--- config.mk ---
export PLATFORM = sky130hd
export DESIGN_NAME = pwm
export DESIGN_NICKNAME = d
export VERILOG_FILES = /design/src/rtl/pwm_pkg.sv /design/src/rtl/pwm_prescaler.sv /design/src/rtl/pwm.sv
export SDC_FILE = /design/constraint.sdc
export NUM_CORES = 1
export LEC_CHECK = 0
export CAP_MARGIN = 20
export CORE_MARGIN = 2
export CORE_UTILIZATION = 39
export CTS_BUF_LIST = sky130_fd_sc_hd__clkbuf_4 sky130_fd_sc_hd__clkbuf_8
export CTS_CLUSTER_DIAMETER = 50
export DETAILED_ROUTE_END_ITERATION = 12
export PLACE_DENSITY_LB_ADDON = 0.05
export SYNTH_ARGS = -nofsm -noshare
export SYNTH_HDL_FRONTEND = slang
export SYNTH_SLANG_ARGS = --single-unit
--- constraint.sdc ---
create_clock -name clk -period 4.7 [get_ports clk]
set_input_delay 1.41 -clock clk [delete_from_list [all_inputs] [get_ports clk]]
set_output_delay 1.41 -clock clk [all_outputs]
set_load 0.02 [all_outputs]
--- src/rtl/pwm_pkg.sv ---
`default_nettype none
// ============================================================================
// Module   : pwm_pkg
// Purpose  : Shared constants for the fixed-duty PWM generator. Duty
//            thresholds for the five compare outputs, the last phase value
//            before wrap, and the SpeedControl encodings.
// Ports    : none (package)
// Revision : 1.0  initial release
// ============================================================================
package pwm_pkg;

  // Compare thresholds; an output is high while the phase is below its value.
  localparam logic [7:0] DUTY_255 = 8'd255;
  localparam logic [7:0] DUTY_250 = 8'd250;
  localparam logic [7:0] DUTY_220 = 8'd220;
  localparam logic [7:0] DUTY_150 = 8'd150;
  localparam logic [7:0] DUTY_0   = 8'd0;

  // Last phase value; the counter wraps from here to 0, giving 255 steps.
  localparam logic [7:0] PWM_MAX  = 8'd254;

  // Carrier-frequency select encodings.
  typedef enum logic [1:0] {
    SPD_00 = 2'b00,
    SPD_01 = 2'b01,
    SPD_10 = 2'b10,
    SPD_11 = 2'b11
  } spd_e;

endpackage : pwm_pkg
`default_nettype wire

--- src/rtl/pwm_prescaler.sv ---
`default_nettype none
// ============================================================================
// Module   : pwm_prescaler
// Purpose  : Clock prescaler producing a one-clk phase-step tick every
//            div_i clocks.
// Ports    : clk    in   1   system clock
//            rst    in   1   synchronous active-high reset
//            div_i  in   16  divide ratio (must be >= 1)
//            tick_o out  1   high in the clk during which the prescaler wraps
// Revision : 1.0  initial release
// ============================================================================
module pwm_prescaler (
  input  logic        clk,
  input  logic        rst,
  input  logic [15:0] div_i,
  output logic        tick_o
);

  logic [15:0] pre_q;
  logic [15:0] pre_d;
  logic        w_wrap;

  // ">=" rather than "==": if div_i shrinks while pre_q is already past the
  // new terminal value, the prescaler wraps on the next clk instead of
  // running all the way round the 16-bit range.
  assign w_wrap = (pre_q >= (div_i - 16'd1));
  assign tick_o = w_wrap;

  always_comb begin
    pre_d = pre_q + 16'd1;
    if (w_wrap) begin
      pre_d = 16'd0;
    end
  end

  always_ff @(posedge clk) begin
    if (rst) begin
      pre_q <= 16'd0;
    end else begin
      pre_q <= pre_d;
    end
  end

endmodule : pwm_prescaler
`default_nettype wire

--- src/rtl/pwm.sv ---
`default_nettype none
// ============================================================================
// Module   : pwm
// Purpose  : Fixed-duty PWM generator for the motor drivers. Five waveforms
//            (duty 255, 250, 220, 150 and 0 out of 255) share one 8-bit
//            phase counter; SpeedControl picks the carrier via a prescaler.
// Ports    : clk           in   1  system clock
//            rst           in   1  synchronous active-high reset
//            SpeedControl  in   2  carrier select (DIV_0..DIV_3)
//            pwm_255       out  1  duty 255/255 (high outside reset)
//            pwm_250       out  1  duty 250/255
//            pwm_220       out  1  duty 220/255
//            pwm_150       out  1  duty 150/255
//            pwm_0         out  1  duty 0/255 (always low)
// Revision : 1.0  initial release
// ============================================================================
module pwm
  import pwm_pkg::*;
#(
  parameter int unsigned DIV_0 = 196,
  parameter int unsigned DIV_1 = 98,
  parameter int unsigned DIV_2 = 49,
  parameter int unsigned DIV_3 = 20
) (
  input  logic       clk,
  input  logic       rst,
  input  logic [1:0] SpeedControl,
  output logic       pwm_255,
  output logic       pwm_250,
  output logic       pwm_220,
  output logic       pwm_150,
  output logic       pwm_0
);

  localparam logic [15:0] C_DIV_0 = 16'(DIV_0);
  localparam logic [15:0] C_DIV_1 = 16'(DIV_1);
  localparam logic [15:0] C_DIV_2 = 16'(DIV_2);
  localparam logic [15:0] C_DIV_3 = 16'(DIV_3);

  logic [15:0] w_div;
  logic        w_tick;
  logic [7:0]  cnt_q;
  logic [7:0]  cnt_d;
  logic [4:0]  out_q;
  logic [4:0]  out_d;

  // SpeedControl is a quasi-static same-domain control, so it feeds the
  // divide mux directly without a synchronizer.
  always_comb begin
    w_div = C_DIV_0;
    case (spd_e'(SpeedControl))
      SPD_00:  w_div = C_DIV_0;
      SPD_01:  w_div = C_DIV_1;
      SPD_10:  w_div = C_DIV_2;
      SPD_11:  w_div = C_DIV_3;
      default: w_div = C_DIV_0;
    endcase
  end

  pwm_prescaler u_prescaler (
    .clk    (clk),
    .rst    (rst),
    .div_i  (w_div),
    .tick_o (w_tick)
  );

  // Phase counter: 255 steps per period (0..PWM_MAX).
  always_comb begin
    cnt_d = cnt_q;
    if (w_tick) begin
      cnt_d = (cnt_q == PWM_MAX) ? 8'd0 : cnt_q + 8'd1;
    end
  end

  // Compares are taken on the current phase and registered, so every
  // output lags cnt_q by exactly one clk and is glitch-free.
  always_comb begin
    out_d[4] = (cnt_q < DUTY_255);
    out_d[3] = (cnt_q < DUTY_250);
    out_d[2] = (cnt_q < DUTY_220);
    out_d[1] = (cnt_q < DUTY_150);
    out_d[0] = (cnt_q < DUTY_0);
  end

  always_ff @(posedge clk) begin
    if (rst) begin
      cnt_q <= 8'd0;
      out_q <= 5'd0;
    end else begin
      cnt_q <= cnt_d;
      out_q <= out_d;
    end
  end

  assign pwm_255 = out_q[4];
  assign pwm_250 = out_q[3];
  assign pwm_220 = out_q[2];
  assign pwm_150 = out_q[1];
  assign pwm_0   = out_q[0];

endmodule : pwm
`default_nettype wire

Yosys cells after proc, flatten, opt, wreduce, memory -nomap -nowiden

Index checks and enable logic that the tools add are counted.

Add/sub/neg operators: 3
$mul: 0
Divide/modulo/power cells: 0
$lt $le $gt $ge: 6
Eq/ne operators: 4
Shifts and indexed selects: 0
Muxes and demuxes: 2
Bitwise logic cells: 0
Reduce and logical (&&, ||, !) cells: 2

Operator list:

| cell                    | number |
|---|---|
| $pmux W16 S4            | 1 |
| $lt A8 B8 Y1 const B    | 4 |
| $add A16 B1 Y16 const B | 1 |
| $ge A16 B16 Y1          | 1 |
| $sub A16 B1 Y16 const B | 1 |
| $add A8 B1 Y8 const B   | 1 |
| $eq A8 B8 Y1 const B    | 1 |
| $lt A8 B1 Y1 const B    | 1 |
| $mux W8                 | 1 |
| $eq A2 B2 Y1 const B    | 2 |
| $eq A2 B1 Y1 const B    | 1 |
| $logic_not A2 Y1        | 1 |
| $reduce_or A2 Y1        | 1 |

Register bits: 29
Latch bits: 0
Memory bits (writable): 0
Memory bits (read-only): 0
Input port bits: 4
Memories: 0

Longest topological paths before layout

Gate-level depths: netlist of run 1.

Depth in word-level cells: 5
Mapped depth: 10

Modules after synthesis

A second synthesis of run 1 with hierarchy kept.

Cells, all modules: 230
Area, all modules: 1976.9 um^2

Modules (own cells, without submodules):

| module        | instances | cells an instance | area an instance (um^2) | seq. area each (um^2) |
|---|---|---|---|---|
| pwm_prescaler | 1         | 153               | 1316.3                  | 320.3 |
| pwm           | 1         | 77                | 660.6                   | 240.2 |

Least setup slack after synthesis of run 1

No wires, ideal clock.

Path type: input-to-reg
Start: input SpeedControl[0]
End: register cnt_q[2]
Library setup time: 129 ps
Data arrival time: 3078 ps
Data required time: 4571 ps
Slack: 1492 ps
Stages: 8
Cells stage by stage: inv_1 > ha_1 > inv_1 > ha_1 > nand4_1 > o32a_4 > a41oi_4 > nor4_1

Cells in the longest elaborated chain, start to end: 4
Elaborated cells between the ends (all ways): 7
Those cells by class: add/sub: 1; order compare: 1; eq/ne: 3; mux: 1; reduce/logical: 1

RTL lines:

| element                              | RTL line            | source |
|---|---|---|
| start, declared                      | pwm.sv:27           | `input logic [1:0] SpeedControl,` |
| $eq A2 B2 Y1 (tied with other cells) | pwm.sv:51           | `case (spd_e'(SpeedControl))` |
| $pmux W16 S4 *                       | pwm.sv:51           |  |
| $sub A16 B1 Y16 *                    | pwm_prescaler.sv:26 | `assign w_wrap = (pre_q >= (div_i - 16'd1));` |
| $ge A16 B16 Y1 *                     | pwm_prescaler.sv:26 |  |
| end signal, assigned                 | pwm.sv:90           | `cnt_q <= cnt_d;` |
| end, declared                        | pwm.sv:42           | `logic [7:0] cnt_q;` |

Every way passes the cells marked *; elsewhere a longest branch is shown, timed or not. The select of a mux whose other input is x is not followed.
A chain may end at the register's enable or synchronous reset.

Final worst setup path of run 1

Start: input SpeedControl[1]
End: register cnt_q[1]

Same word-level chain as after synthesis.

==> impl_metrics.env, run 1 <==
export IMPL_cp_data_required_time_ps=4960
export IMPL_cts_reportedPaths_clkPinSlew_ps=150
export IMPL_ys_ff_latch=28
export IMPL_cts_setup_buffers=0
export IMPL_status="complete, no violations"
export IMPL_cts_tree="yes"
export IMPL_crit_fanout=11
export IMPL_crit_type="primary input to register"
export IMPL_power_density_nw_per_um2=255.7
export IMPL_post_drt_wl_per_cell_um=13.02
export IMPL_slew_headroom_pct=60.83
export IMPL_p_int_uw=306.7
export IMPL_ys_seq_area_share_pct=39.68
export IMPL_ir_worst_vdd_v=0.0001144
export IMPL_use_met1_pct=18.21
export IMPL_synth_area_leader_cell="dfxtp_1"
export IMPL_syn_to_final_growth_pct=10.72
export IMPL_fmaxAchievable_ghz=0.2733
export IMPL_met2_usage_pct=23.70
export IMPL_finalPower_uw=399.9
export IMPL_numCtsBuffers=3
export IMPL_pwr_share_comb_pct=8.3
export IMPL_hold_class="register to register"
export IMPL_numClockSinks=28
export IMPL_syn_area_um2=1413
export IMPL_drv_slew=0
export IMPL_ctsHoldBuffers=0
export IMPL_start_util_pct=41.36
export IMPL_cts_resized=0
export IMPL_grt_overflow=0
export IMPL_n_antenna_cell=0
export IMPL_io_pins=9
export IMPL_synth_edf_count=0
export IMPL_place_gp_congestion=0.8698
export IMPL_p_sw_uw=93.30
export IMPL_final_period_utilization_pct=77.86
export IMPL_final_common_cell="dfxtp_1"
export IMPL_ant_nets=0
export IMPL_num_nets_final=180
export IMPL_insertion_delay_ps=330
export IMPL_ctsLongestPathBuffers=2
export IMPL_layout_drive_gt1_share_pct=7.317
export IMPL_critPathArrivalTime_ps=3920
export IMPL_syn_inst=152
export IMPL_power_leakage_nw=0.6098
export IMPL_synth_top_area_share_pct=39.68
export IMPL_grt_pass1_wl_mm=4.643
export IMPL_setup_tns_ps=0
export IMPL_io_buffers=7
export IMPL_grtUsageMet3_pct=2.817
export IMPL_ys_top_cells_by_area="dfxtp_1 (40%), ha_1 (9.7%), a31oi_1 (4.0%)"
export IMPL_hold_viol_final=0
export IMPL_grt_pass1_vias=1033
export IMPL_pwr_share_clk_pct=29.3
export IMPL_worstMarginPinSlew_ps=587.6
export IMPL_core_area_um2=3416
export IMPL_dp_hpwl_mm=2.034
export IMPL_whs_ps=479.0
export IMPL_drc_errors=0
export IMPL_synth_async_reset_ratio_pct=0
export IMPL_switching_share_pct=23.33
export IMPL_via_per_inst=5.267
export IMPL_drtPass1Iterations=5
export IMPL_dieWidth_um=64.19
export IMPL_die_area_um2=4120
export IMPL_drv_cap=0
export IMPL_mostFrequentLayoutCells="dfxtp_1 (28), inv_1 (13), nor2_1 (13)"
export IMPL_fin_skew_ps=5.617
export IMPL_antenna_found_initial=0
export IMPL_grt_setup_unrepaired="false"
export IMPL_cp_start_kind="primary input"
export IMPL_synth_warnings=0
export IMPL_root_buffer="clkbuf_4"
export IMPL_setup_violations_final=0
export IMPL_synthFlopType="dfxtp_1"
export IMPL_fin_crit_ps=3659
export IMPL_grt_use_total_pct=14.44
export IMPL_placementRows=21
export IMPL_grt_max_degree=16
export IMPL_syn_avg_cell_area_um2=9.293
export IMPL_cp_end_kind="register"
export IMPL_drt_iter0_drc=82
export IMPL_vias=1106
export IMPL_ys_types=36
export IMPL_die_height_um=64.19
export IMPL_htreeDepth=1
export IMPL_pwr_share_seq_pct=62.4
export IMPL_busiest_layer="met2"
export IMPL_wirelength_mm=2.734
==> critical path: stages <==
cell             delay (ps)
clkdlybuf4s50_1         510
inv_1                    70
ha_1                    300
inv_1                    50
ha_1                    290
a21oi_1                 310
o32a_4                  310
nand4_1                 370
o22ai_1                 290
==> layer usage <==
| metal | part of all wire [%] | wire length [um] |
|---|---|---|
| met2 | 48 | 1299 |
| met4 | 2.1 | 57 |
| met1 | 48 | 1301 |
| met5 | 0 | 0 |
| met3 | 2.7 | 75 |
==> final timing paths <==
path                        startpoint                    to  depth (start not counted)  slack (ps)
setup / recovery       SpeedControl[1]              cnt_q[1]                          9        1040
hold / removal    u_prescaler.pre_q[0]  u_prescaler.pre_q[0]                          1         480
setup reg to reg  u_prescaler.pre_q[7]              cnt_q[1]                          5        2500
hold reg to reg   u_prescaler.pre_q[0]  u_prescaler.pre_q[0]                          1         480
==> flip-flops by register name, indices dropped and copies added (netlist names) <==
signal             cells
out_q                  4
u_prescaler.pre_q     16
cnt_q                  8
==> layout make-up <==
class                           instances  area, um^2
Clock buffer                            4       36.28
Fill cell                             348        1852
Inverter                               13       48.80
Multi-Input combinational cell        112       790.8
Sequential cell                        28       560.5
Tap cell                               46       57.56
Timing Repair Buffer                    7       70.07
==> cells by family after synthesis <==
| family | share of synthesized area [%] |
|---|---|
| flops | 39.68 |
| fa+ha+maj | 9.743 |
| mux | 0.7086 |
| xor+xnor | 4.340 |
| compound gates | 18.16 |
| buf+inv | 6.200 |
| other cells | 0.2655 |
| simple gates | 20.90 |
==> power groups by stage <==
| stage | Combinational, mW | Clock, mW | Sequential, mW |
|---|---|---|---|
| 6_report | 0.0331 | 0.117 | 0.250 |
| 3_5_place_dp | 0.0331 | 0 | 0.255 |
| 3_3_place_gp | 0.0326 | 0 | 0.255 |
| 2_1_floorplan | 0.0216 | 0 | 0.255 |
| 5_1_grt | 0.0366 | 0.132 | 0.251 |
| 4_1_cts | 0.0333 | 0.121 | 0.250 |
==> Yosys cell counts, types with 2 or more instances <==
master,count
buf_4,2
dfxtp_1,28
nor2_1,13
and3_1,7
nand3_1,8
nand4_1,4
and4_1,2
inv_1,13
nor4_1,7
a31oi_1,9
ha_1,11
a21oi_1,7
clkbuf_1,2
xnor2_1,2
nand2_1,9
o21ai_0,2
nor3_1,3
xor2_1,5
==> per-stage QoR <==
stage / area (um^2) / utilization (%) / instances / setup WS, ps
floorplan: 1439 / - / 159 / 1492
global placement: 1528 / 44.73 / 206 / 739.4
detailed placement: 1528 / 44.73 / 206 / 665.8
CTS: 1564 / 45.79 / 210 / 1009
global route: 1564 / 45.79 / 210 / 837.2
finish: 1564 / 45.79 / 210 / 1041
Power figures use the tool's default switching activity.
==> run 2, diff against run 1 <==
==> constraint.sdc (replaced) <==
create_clock -name clk -period 2.95 [get_ports clk]
set_input_delay 0.885 -clock clk [delete_from_list [all_inputs] [get_ports clk]]
set_output_delay 0.885 -clock clk [all_outputs]
set_load 0.02 [all_outputs]
==> impl_metrics.env, run 2 (same netlist as run 1, synthesis figures left out) <==
export IMPL_final_cells=228
export IMPL_cts_tree="yes"
export IMPL_vias=1169
export IMPL_htreeDepth=1
export IMPL_crit_fanout=6
export IMPL_worst_slack_ps=93.73
export IMPL_ctsLongestPathBuffers=2
export IMPL_ir_worst_vdd_v=0.0001878
export IMPL_hold_depth=1
export IMPL_grt_use_total_pct=15.31
export IMPL_power_leakage_nw=0.7062
export IMPL_dp_slack_ps=-274.1
export IMPL_die_height_um=64.19
export IMPL_drv_cap=0
export IMPL_insertion_delay_ps=330
export IMPL_dieWidth_um=64.19
export IMPL_fin_skew_ps=14.09
export IMPL_fin_util_pct=51.47
export IMPL_path_cells="clkdlybuf4s50_1 -> inv_1 -> ha_4 -> inv_1 -> ha_1 -> nand4_1 -> buf_4 -> o32ai_4 -> buf_4 -> o21ai_0 -> a31oi_1"
export IMPL_syn_to_final_growth_pct=24.45
export IMPL_critPathArrivalTime_ps=3120
export IMPL_mostFrequentLayoutCells="dfxtp_1 (28), buf_4 (17), inv_1 (13), nor2_1 (13), ha_1 (10)"
export IMPL_io_pins=9
export IMPL_cp_data_required_time_ps=3210
export IMPL_drt_iter0_drc=49
export IMPL_numClockSinks=28
export IMPL_crit_slowest_cell="clkdlybuf4s50_1"
export IMPL_numCtsBuffers=3
export IMPL_die_area_um2=4120
export IMPL_r2r_cells=7
export IMPL_ctsHoldBuffers=0
export IMPL_regMostFlops="u_prescaler.pre_q"
export IMPL_grt_pass1_wl_mm=4.974
export IMPL_setup_tns_ps=0
export IMPL_drv_slew=0
export IMPL_post_place_cells=223
export IMPL_grt_setup_unrepaired="true"
export IMPL_largest_register_ffs=16
export IMPL_largestRegisters="u_prescaler.pre_q x16, cnt_q x8, out_q x4"
export IMPL_grt_pass1_vias=1122
export IMPL_grt_max_degree=17
export IMPL_final_common_cell="dfxtp_1"
export IMPL_final_period_utilization_pct=96.82
export IMPL_critPathBufInv=5
export IMPL_grt_overflow=0
export IMPL_core_area_um2=3416
export IMPL_ant_nets=0
export IMPL_wirelength_mm=2.944
export IMPL_crit_family="buffers and inverters"
export IMPL_num_nets_final=198
export IMPL_status="complete, no violations"
export IMPL_start_util_pct=41.36
export IMPL_n_antenna_cell=0
export IMPL_drtPass1Iterations=4
export IMPL_io_buffers=7
export IMPL_setup_violations_final=0
export IMPL_cp_start_kind="primary input"
export IMPL_placementRows=21
export IMPL_power_density_nw_per_um2=407.5
export IMPL_fmaxAchievable_ghz=0.3501
export IMPL_dp_hpwl_mm=2.152
export IMPL_fin_crit_ps=2856
export IMPL_cp_end_kind="register"
export IMPL_cts_reportedPaths_clkPinSlew_ps=160
export IMPL_via_per_inst=5.127
export IMPL_antenna_found_initial=0
export IMPL_worst_path_stages=11
export IMPL_layout_drive_gt1_share_pct=19.78
export IMPL_crit_type="primary input to register"
export IMPL_drc_errors=0
export IMPL_hold_viol_final=0
export IMPL_crit_path_max_incr_delay_ps=480
export IMPL_whs_ps=489.6
export IMPL_hold_class="register to register"
export IMPL_root_buffer="clkbuf_4"
export IMPL_post_drt_wl_per_cell_um=12.91
export IMPL_place_gp_congestion=0.7373
## run 2: worst paths after layout
path	start	end	slack [ps]
setup reg to reg	u_prescaler.pre_q[7]	cnt_q[1]	1040
setup / recovery	SpeedControl[1]	cnt_q[5]	90
hold / removal	u_prescaler.pre_q[0]	u_prescaler.pre_q[0]	490
hold reg to reg	u_prescaler.pre_q[0]	u_prescaler.pre_q[0]	490
## run 2: routing by layer
layer | part of all wire [%] | GRT usage [%] | wire, um | vias to the layer above
li1 | - | - | - | 604
met1 | 50 | 19.89 | 1468 | 541
met2 | 46 | 26.17 | 1354 | 20
met3 | 3.1 | 2.641 | 92 | 4
met4 | 0.95 | 3.989 | 28 | 0
met5 | 0 | 0 | 0 | -
## run 2: final cells by class
| type | instances | area (um^2) |
|---|---|---|
| Tap cell | 46 | 57.56 |
| Clock inverter | 1 | 30.03 |
| Clock buffer | 3 | 22.52 |
| Multi-Input combinational cell | 112 | 829.5 |
| Sequential cell | 28 | 560.5 |
| Inverter | 13 | 48.80 |
| Fill cell | 334 | 1658 |
| Timing Repair Buffer | 25 | 209.0 |
## run 2: per-stage QoR
| stage | total power [mW] | cell area [um^2] |
|---|---|---|
| global placement | 0.4651 | 1655 |
| detailed placement | 0.4666 | 1655 |
| finish | 0.7164 | 1758 |
| floorplan | 0.4414 | 1439 |
| CTS | 0.7181 | 1708 |
| global route | 0.7475 | 1758 |
## run 2: power breakdown
group | total [mW] | switching (mW) | internal [mW]
clock network | 0.254 | 0.117 | 0.137
registers | 0.399 | 0.00855 | 0.390
logic | 0.0635 | 0.0331 | 0.0304
## run 2: repair_timing
item / 4_1_cts / 5_1_grt
resized for setup: 0 / 7
setup buffers: 0 / 1
setup endpoints to repair: 0 / 13
